File: src/rtl/requant_pkg.sv
// Shared requantizer definitions: FSM states, channel count and sample widths,
// plus the 8-bit to 12-bit dequantization helper.
package requant_pkg;

  typedef enum logic [1:0] {
    WaitArm  = 2'd0,
    WaitSync = 2'd1,
    Running  = 2'd2
  } requant_state_t;

  localparam int unsigned REQ_NCHAN = 2048;
  localparam int unsigned REQ_IN_W  = 12;
  localparam int unsigned REQ_OUT_W = 8;
  localparam int unsigned REQ_SHIFT = 4;

  // Zero-filled left shift; the 8-bit sign bit lands in bit 11.
  function automatic logic [REQ_IN_W-1:0] dequant(input logic [REQ_OUT_W-1:0] v);
    return {v, {REQ_SHIFT{1'b0}}};
  endfunction

endpackage

File: src/rtl/requant_unpack_sample.sv
// Splits one packed {re8, im8} word, restores 12-bit components and, when
// REQUANT_UNPACK_POWER_EN is defined, computes re^2 + im^2.
module requant_unpack_sample
  import requant_pkg::*;
(
  input  logic [2*REQ_OUT_W-1:0] word_i,
`ifdef REQUANT_UNPACK_POWER_EN
  output logic [15:0]            power_o,
`endif
  output logic [2*REQ_IN_W-1:0]  deq_o
);

  logic [REQ_OUT_W-1:0] re;
  logic [REQ_OUT_W-1:0] im;

  assign re    = word_i[2*REQ_OUT_W-1:REQ_OUT_W];
  assign im    = word_i[REQ_OUT_W-1:0];
  assign deq_o = {dequant(re), dequant(im)};

`ifdef REQUANT_UNPACK_POWER_EN
  logic signed [15:0] re_x;
  logic signed [15:0] im_x;
  logic signed [15:0] re_sq;
  logic signed [15:0] im_sq;

  assign re_x  = {{(16 - REQ_OUT_W){re[REQ_OUT_W-1]}}, re};
  assign im_x  = {{(16 - REQ_OUT_W){im[REQ_OUT_W-1]}}, im};
  assign re_sq = re_x * re_x;
  assign im_sq = im_x * im_x;
  // Each square is at most 16384, so the unsigned sum tops out at 32768.
  assign power_o = re_sq + im_sq;
`endif

endmodule

File: src/rtl/requant_unpack.sv
// Receive-side unpacker: aligns to the frame marker, restores 24-bit samples,
// tags channels and keeps frame/sync-error/overflow statistics.
// Optional power output enabled by defining REQUANT_UNPACK_POWER_EN.
module requant_unpack
  import requant_pkg::*;
#(
  parameter int unsigned NCHAN   = REQ_NCHAN,
  parameter int unsigned CHAN_W  = 11,
  parameter int unsigned FRAME_W = 16
) (
  input  logic                    clk,
  input  logic                    rst,
  input  logic                    ce,
  input  logic                    arm,
  input  logic                    sync_in,
  input  logic [2*REQ_OUT_W-1:0]  data_in,
  input  logic                    ovf_in,
  output logic [2*REQ_IN_W-1:0]   data_out,
  output logic                    valid_out,
  output logic [CHAN_W-1:0]       chan_out,
  output logic                    sync_out,
  output logic [FRAME_W-1:0]      frame_count,
  output logic                    sync_err,
`ifdef REQUANT_UNPACK_POWER_EN
  output logic [15:0]             power_out,
`endif
  output logic [15:0]             ovf_count
);

  localparam logic [CHAN_W-1:0] LastChan = CHAN_W'(NCHAN - 1);

  requant_state_t state_q, state_d;
  logic [CHAN_W-1:0] next_chan_q, next_chan_d;
  logic [CHAN_W-1:0] chan_adv;

  logic [2*REQ_IN_W-1:0] data_q;
  logic                  valid_q;
  logic [CHAN_W-1:0]     chan_q;
  logic                  sync_q;
  logic [FRAME_W-1:0]    frame_q;
  logic                  err_q;
  logic [15:0]           ovf_q;

  logic                  emit;
  logic                  sync_bad;
  logic [2*REQ_IN_W-1:0] deq;

`ifdef REQUANT_UNPACK_POWER_EN
  logic [15:0] power;
  logic [15:0] power_q;
`endif

  requant_unpack_sample u_sample (
    .word_i  (data_in),
`ifdef REQUANT_UNPACK_POWER_EN
    .power_o (power),
`endif
    .deq_o   (deq)
  );

  assign chan_adv = (next_chan_q == LastChan) ? '0 : next_chan_q + CHAN_W'(1);

  always_comb begin
    state_d     = state_q;
    next_chan_d = next_chan_q;
    emit        = 1'b0;
    sync_bad    = 1'b0;
    if (ce) begin
      case (state_q)
        WaitArm: begin
          if (arm) state_d = WaitSync;
        end
        WaitSync: begin
          if (sync_in) begin
            state_d     = Running;
            next_chan_d = '0;
          end
        end
        Running: begin
          // The word sharing a cycle with sync_in still belongs to the old frame position.
          emit        = 1'b1;
          next_chan_d = chan_adv;
          if (arm) begin
            state_d = WaitSync;
          end else if (sync_in) begin
            next_chan_d = '0;
            sync_bad    = (chan_adv != '0);
          end
        end
        default: state_d = WaitArm;
      endcase
    end
  end

  always_ff @(posedge clk) begin
    if (!rst) begin
      state_q     <= WaitArm;
      next_chan_q <= '0;
      data_q      <= '0;
      valid_q     <= 1'b0;
      chan_q      <= '0;
      sync_q      <= 1'b0;
      frame_q     <= '0;
      err_q       <= 1'b0;
      ovf_q       <= '0;
    end else begin
      state_q     <= state_d;
      next_chan_q <= next_chan_d;
      valid_q     <= emit;
      sync_q      <= emit && (next_chan_q == '0);
      if (emit) begin
        data_q <= deq;
        chan_q <= next_chan_q;
      end
      if (emit && (next_chan_q == LastChan)) frame_q <= frame_q + FRAME_W'(1);
      if (sync_bad) err_q <= 1'b1;
      if (emit && ovf_in && (ovf_q != 16'hFFFF)) ovf_q <= ovf_q + 16'd1;
    end
  end

`ifdef REQUANT_UNPACK_POWER_EN
  always_ff @(posedge clk) begin
    if (!rst) begin
      power_q <= '0;
    end else if (emit) begin
      power_q <= power;
    end
  end

  assign power_out = power_q;
`endif

  assign data_out    = data_q;
  assign valid_out   = valid_q;
  assign chan_out    = chan_q;
  assign sync_out    = sync_q;
  assign frame_count = frame_q;
  assign sync_err    = err_q;
  assign ovf_count   = ovf_q;

endmodule

File: config.mk
export PLATFORM = sky130hd
export DESIGN_NAME = requant_unpack
export DESIGN_NICKNAME = d
export VERILOG_FILES = /design/src/rtl/requant_pkg.sv /design/src/rtl/requant_unpack_sample.sv /design/src/rtl/requant_unpack.sv
export SDC_FILE = /design/constraint.sdc
export NUM_CORES = 1
export LEC_CHECK = 0
export CELL_PAD_IN_SITES_DETAIL_PLACEMENT = 1
export CELL_PAD_IN_SITES_GLOBAL_PLACEMENT = 1
export CORE_AREA = 4 4 105 107
export CTS_CLUSTER_DIAMETER = 40
export DETAILED_ROUTE_END_ITERATION = 6
export DIE_AREA = 0 0 109 111
export GPL_ROUTABILITY_DRIVEN = 0
export GPL_TIMING_DRIVEN = 0
export PLACE_DENSITY = 0.78
export SLEW_MARGIN = 20
export SYNTH_ARGS = -nofsm -noshare
export SYNTH_HDL_FRONTEND = slang
export SYNTH_SLANG_ARGS = --single-unit
File: constraint.sdc
create_clock -name clk -period 2.16 [get_ports clk]
set_input_delay 0.432 -clock clk [delete_from_list [all_inputs] [get_ports clk]]
set_output_delay 0.432 -clock clk [all_outputs]
set_load 0.05 [all_outputs]
Word-level counts from Yosys, hierarchy flattened
Index checks and enable logic that the tools add are counted.

storage, ports and cells
  output and inout port bits = 70
  register bits = 75
  bits of input ports = 22

operators by class
  add/subtract/negate cells = 3
  equality and inequality tests = 6
  multiplexer cells = 14
  reductions and logical operators = 11

operators by type and width
  cell                                                 count
  two-way mux 11 bit                                   4
  adder 16 x 1 -> 16 bit, second input constant        2
  one-hot mux 11 bit (2 select lines)                  1
  != test 16 bit, second input constant                1
  adder 11 x 1 -> 11 bit, second input constant        1
  equality test 11 bit, second input constant          1
  zero test 11 bit                                     1
  nonzero test 11 bit                                  1
  two-way mux 1 bit                                    6
  AND reduction 3 bit                                  2
  logical AND 1 bit                                    4
  two-way mux 2 bit                                    2
  one-hot mux 2 bit (2 select lines)                   1
  equality test 2 x 1 -> 1 bit, second input constant  1
  equality test 2 bit, second input constant           1
  zero test 2 bit                                      1
  != test 2 x 1 -> 1 bit, second input constant        1
  != test 2 bit, second input constant                 1
  nonzero test 2 bit                                   1
  OR reduction 2 bit                                   1

Logic depth before layout (Yosys ltp)
  depth after elaboration = 7
  gate-level depth with buffers = 8
  depth with buffers taken out = 6

Hierarchy
Synthesis repeated with hierarchy kept, for this count alone.

second synthesis, totals
  cell total of the unflattened synthesis = 475
  area total of the unflattened synthesis = 3,842.4 um^2

modules (own cells, without submodules)
  module                 area an instance (um^2)  sequential area each (um^2)  instances  cells an instance
  requant_unpack         3,658.5                  1,661.6                      1          450
  requant_unpack_sample  183.9                    0.0                          1          25

Worst setup path after synthesis
No wires, ideal clock.

  path type = reg-to-reg
  from = register ovf_q[0] (netlist: ovf_count[0])
  to = register ovf_q[7] (netlist: ovf_count[7])
  stages on the path, launching flop included = 8
  arrival = 1,993 ps
  path slack = 97 ps
  clock period less this slack = 2,063 ps
  path through = dfxtp_1 ha_1 and3_1 nand4_1 o21bai_1 buf_2 or4_1 a21oi_1

on the way
  word-level cells in the longest chain between the ends = 2
  elaborated cells on any way between the ends = 3
  those cells by class = 1 x add/sub; 1 x eq/ne; 1 x reduce/logical

RTL lines
  item                                                                            line                   source
  start: declaration                                                              requant_unpack.sv:42   logic [15:0] ovf_q;
  start signal: assignment                                                        requant_unpack.sv:117  if (emit && ovf_in && (ovf_q != 16'hFFFF)) ovf_q <= ovf_q + 16'd1;
  parallel branches: the longest is 2 deep, another holds adder 16 x 1 -> 16 bit  n/a

Parallel ways; which one is timed is not known.
A chain may end at the register's enable or synchronous reset.

Worst setup path in the final report
  from = register ovf_q[3] (netlist: ovf_count[3])
  to = output port ovf_count[3]

RTL lines
  item              line                  source
  end: declaration  requant_unpack.sv:27  output logic [15:0] ovf_count

No word-level cell between the ends.

==> impl_metrics.json <==
{
  "status": "finished clean",
  "worst_setup_hold_path_clk_slew_ps": 80,
  "worst_setup_path_start_kind": "flip-flop",
  "post_synth_edffs": 0,
  "max-vdd-ir-drop_mv": 0.308,
  "p_per_area_nw_per_um2": 580,
  "overall_die_area_um2": 12100,
  "path_delay_family": "buffers and inverters",
  "netlist-cell-type-count": 53,
  "clock_insertion_delay_worst_skew_ps": 350,
  "area_growth_syn_to_layout_pct": 35.7,
  "numCtsBuffers": 9,
  "totalWireLength_um": 10700,
  "die_w_um": 109,
  "route.vias.total": 3432,
  "synthArstFlopShare": 0,
  "postLayoutCoreUtil": 0.476,
  "hold_violations": 0,
  "place_worst_setup_slack_ps": -55.0,
  "power.net_switching_uw": 667,
  "internal-power_uw": 2140,
  "rows": 37,
  "synth-seq-area-share": 0.422,
  "grtUsageTotal": 0.176,
  "clock_path_buffers": 2,
  "routed_wire_length_per_instance_um": 15.8,
  "initial_core_util": 0.351,
  "report.final.setup_viol": 0,
  "tightest_slew_ps": 579,
  "drv.max_cap_violation_count": 0,
  "cts_tree": "yes",
  "number_of_vias_per_cell": 5.08,
  "critPathSlowestCell": "clkdlybuf4s50_1",
  "cts_hold_buf": 0,
  "grt_max_degree": 14,
  "num_io_pins": 92,
  "setup.worst_path.end_class": "output pin",
  "maxSlewViolCount": 0,
  "port_buf_inserts": 82,
  "nNetsFinal": 560,
  "post-synth-top-area-fraction": 0.422,
  "ant_nets": 0,
  "yosys_warnings": 0,
  "clock_power_share": 0.448,
  "global_route_wire_length_before_repair_um": 17300,
  "netlist.top_cell.by_area": "dfxtp_1",
  "antenna_cells": 0,
  "grt-ovfl-total": 0,
  "path_cells": "clkdlybuf4s50_1",
  "drive_above_1_share": 0.0946,
  "initial_antenna_violation_count": 0,
  "syn_inst": 433,
  "first_global_vias": 3432,
  "fp.coreArea_um2": 10100,
  "holdWs_ps": 450,
  "cts.root.buffer_cell": "clkbuf_8",
  "postSynthRegisterBits": 75,
  "cts_max_level": 3,
  "drcViolationCount": 0,
  "drt-pass1-iter-count": 4,
  "max_slew_margin": 0.614,
  "finalWorstSetupSlack_ps": 87.2,
  "finalWorstPathRequiredPeriod_ps": 2070,
  "timing.critical_path.slowest_cell_delay_ps": 850,
  "cp_max_fo": 6,
  "fin_total_pwr_uw": 2800,
  "synth.top_cells.by_area": "dfxtp_1 42%, nand2_1 7.9%, a21oi_1 6.0%",
  "clkSinkCount": 75,
  "ys_dominant_reg_cell": "dfxtp_1",
  "type_of_the_tightest_min_delay_check": "in2reg",
  "fmax_mhz": 482,
  "leakagePower_uw": 0.00173,
  "critPathArrivalTime_ps": 1640,
  "clock_skew_ps": 10.3,
  "post_synth.cell_area_avg_um2": 8.22,
  "dp_hpwl_um": 7700,
  "critical_path_buffers_and_inverters": 1,
  "initialDrtViolationCount": 146,
  "classification_of_the_worst_setup_path": "reg2out",
  "syn_area_um2": 3560,
  "setup_tns_ps": 0,
  "p_seq_frac": 0.496,
  "power.share.combinational": 0.056,
  "power.switching_fraction": 0.238,
  "required_time_reported_for_the_critical_path_endpoint_ps": 1730,
  "layout_worst_path_cycle_share": 0.960,
  "die_h_um": 111,
  "synth_common_cells": "75 x dfxtp_1, 75 x nand2_1, 43 x a21oi_1"
}
path summary, 6_finish.rpt:
check | start | to | slack (ps) | cells after the start
min reg2reg | chan_out[5] | chan_out[5] | 460 | 2
max reg2reg | next_chan_q[0] | frame_count[10] | 110 | 7
min | ce | state_q[0] | 450 | 3
max | ovf_count[3] | ovf_count[3] | 90 | 1
cells in the final DEF, fill, tap and decap left out, types with 3 or more instances in the layout:
cell type        synthesis  layout
buf_4                   14      15
o21a_1                   3       3
xnor2_1                  8       8
o31ai_1                  3       3
clkbuf_1                14      15
nand3_1                 17      17
nand4b_1                 3       3
a21oi_1                 43      43
ha_1                     4       3
nor2_1                  38      38
or3_1                    8       8
nand2_1                 75      75
inv_1                    7       7
buf_2                    4       4
a22oi_1                  3       3
clkbuf_8                 0      10
nand4_1                 15      15
or4_1                    5       5
buf_6                    3       3
xor2_1                  16      16
clkdlybuf4s50_1          0      81
and3_1                   8       8
nor3_1                   6       5
o21ai_0                 16      16
and2_1                   6       6
conb_1                   1       8
dfxtp_1                 75      74
and4_1                   4       4
state kept, by name, indices dropped and copies added, names as in the netlist:
name         count
state_q          2
sync_out         1
frame_count     16
valid_out        1
next_chan_q     11
data_out        16
sync_err         1
ovf_count       16
chan_out        11
power by group through the flow:
stage | clock [uW] | combinational [uW] | sequential, uW
5_1_grt | 1330 | 169 | 1390
6_report | 1250 | 157 | 1390
3_3_place_gp | 0 | 154 | 1420
3_5_place_dp | 0 | 156 | 1420
2_1_floorplan | 0 | 81.2 | 1430
4_1_cts | 1270 | 158 | 1390
through the flow:
stage / std cells / cell area (um2)
final: 675 / 4830
after detailed placement: 658 / 4570
after global placement: 658 / 4570
after floorplan: 440 / 3580
after global routing: 675 / 4830
after CTS: 674 / 4810
per-layer routing:
layer | track usage | share of wire
met3 | 0.0291 | 0.040
met1 | 0.233 | 0.46
met4 | 0.0463 | 0.011
met5 | 0 | 0
met2 | 0.294 | 0.48
kinds of logic after synthesis:
kind of cell | after synthesis | share of synthesized area
and+or+nand+nor | 203 | 0.299
xor gates and xnor gates | 24 | 0.0591
muxes | 2 | 0.00598
adders and majority gates | 4 | 0.0141
other | 1 | 0.00105
DFF | 75 | 0.422
buffers and inverters | 43 | 0.0679
AOI/OAI and AO/OA | 81 | 0.130
area by class of cell:
type                       count  area [um2]
fill                        1225        5310
multi-input combinational    322        1860
sequential                    75        1500
timing repair buffer          83         831
buffer                        36         215
tap                          136         170
clock buffer                  11         141
clock inverter                 5        85.1
inverter                       7        26.3
repair_timing:
action                     in CTS  in global routing
gates resized for setup         2                  3
buffers inserted                0                  1
pin swaps                       0                  1
setup endpoints to repair       2                 13
No activity file was read; power rests on OpenSTA's default activity.
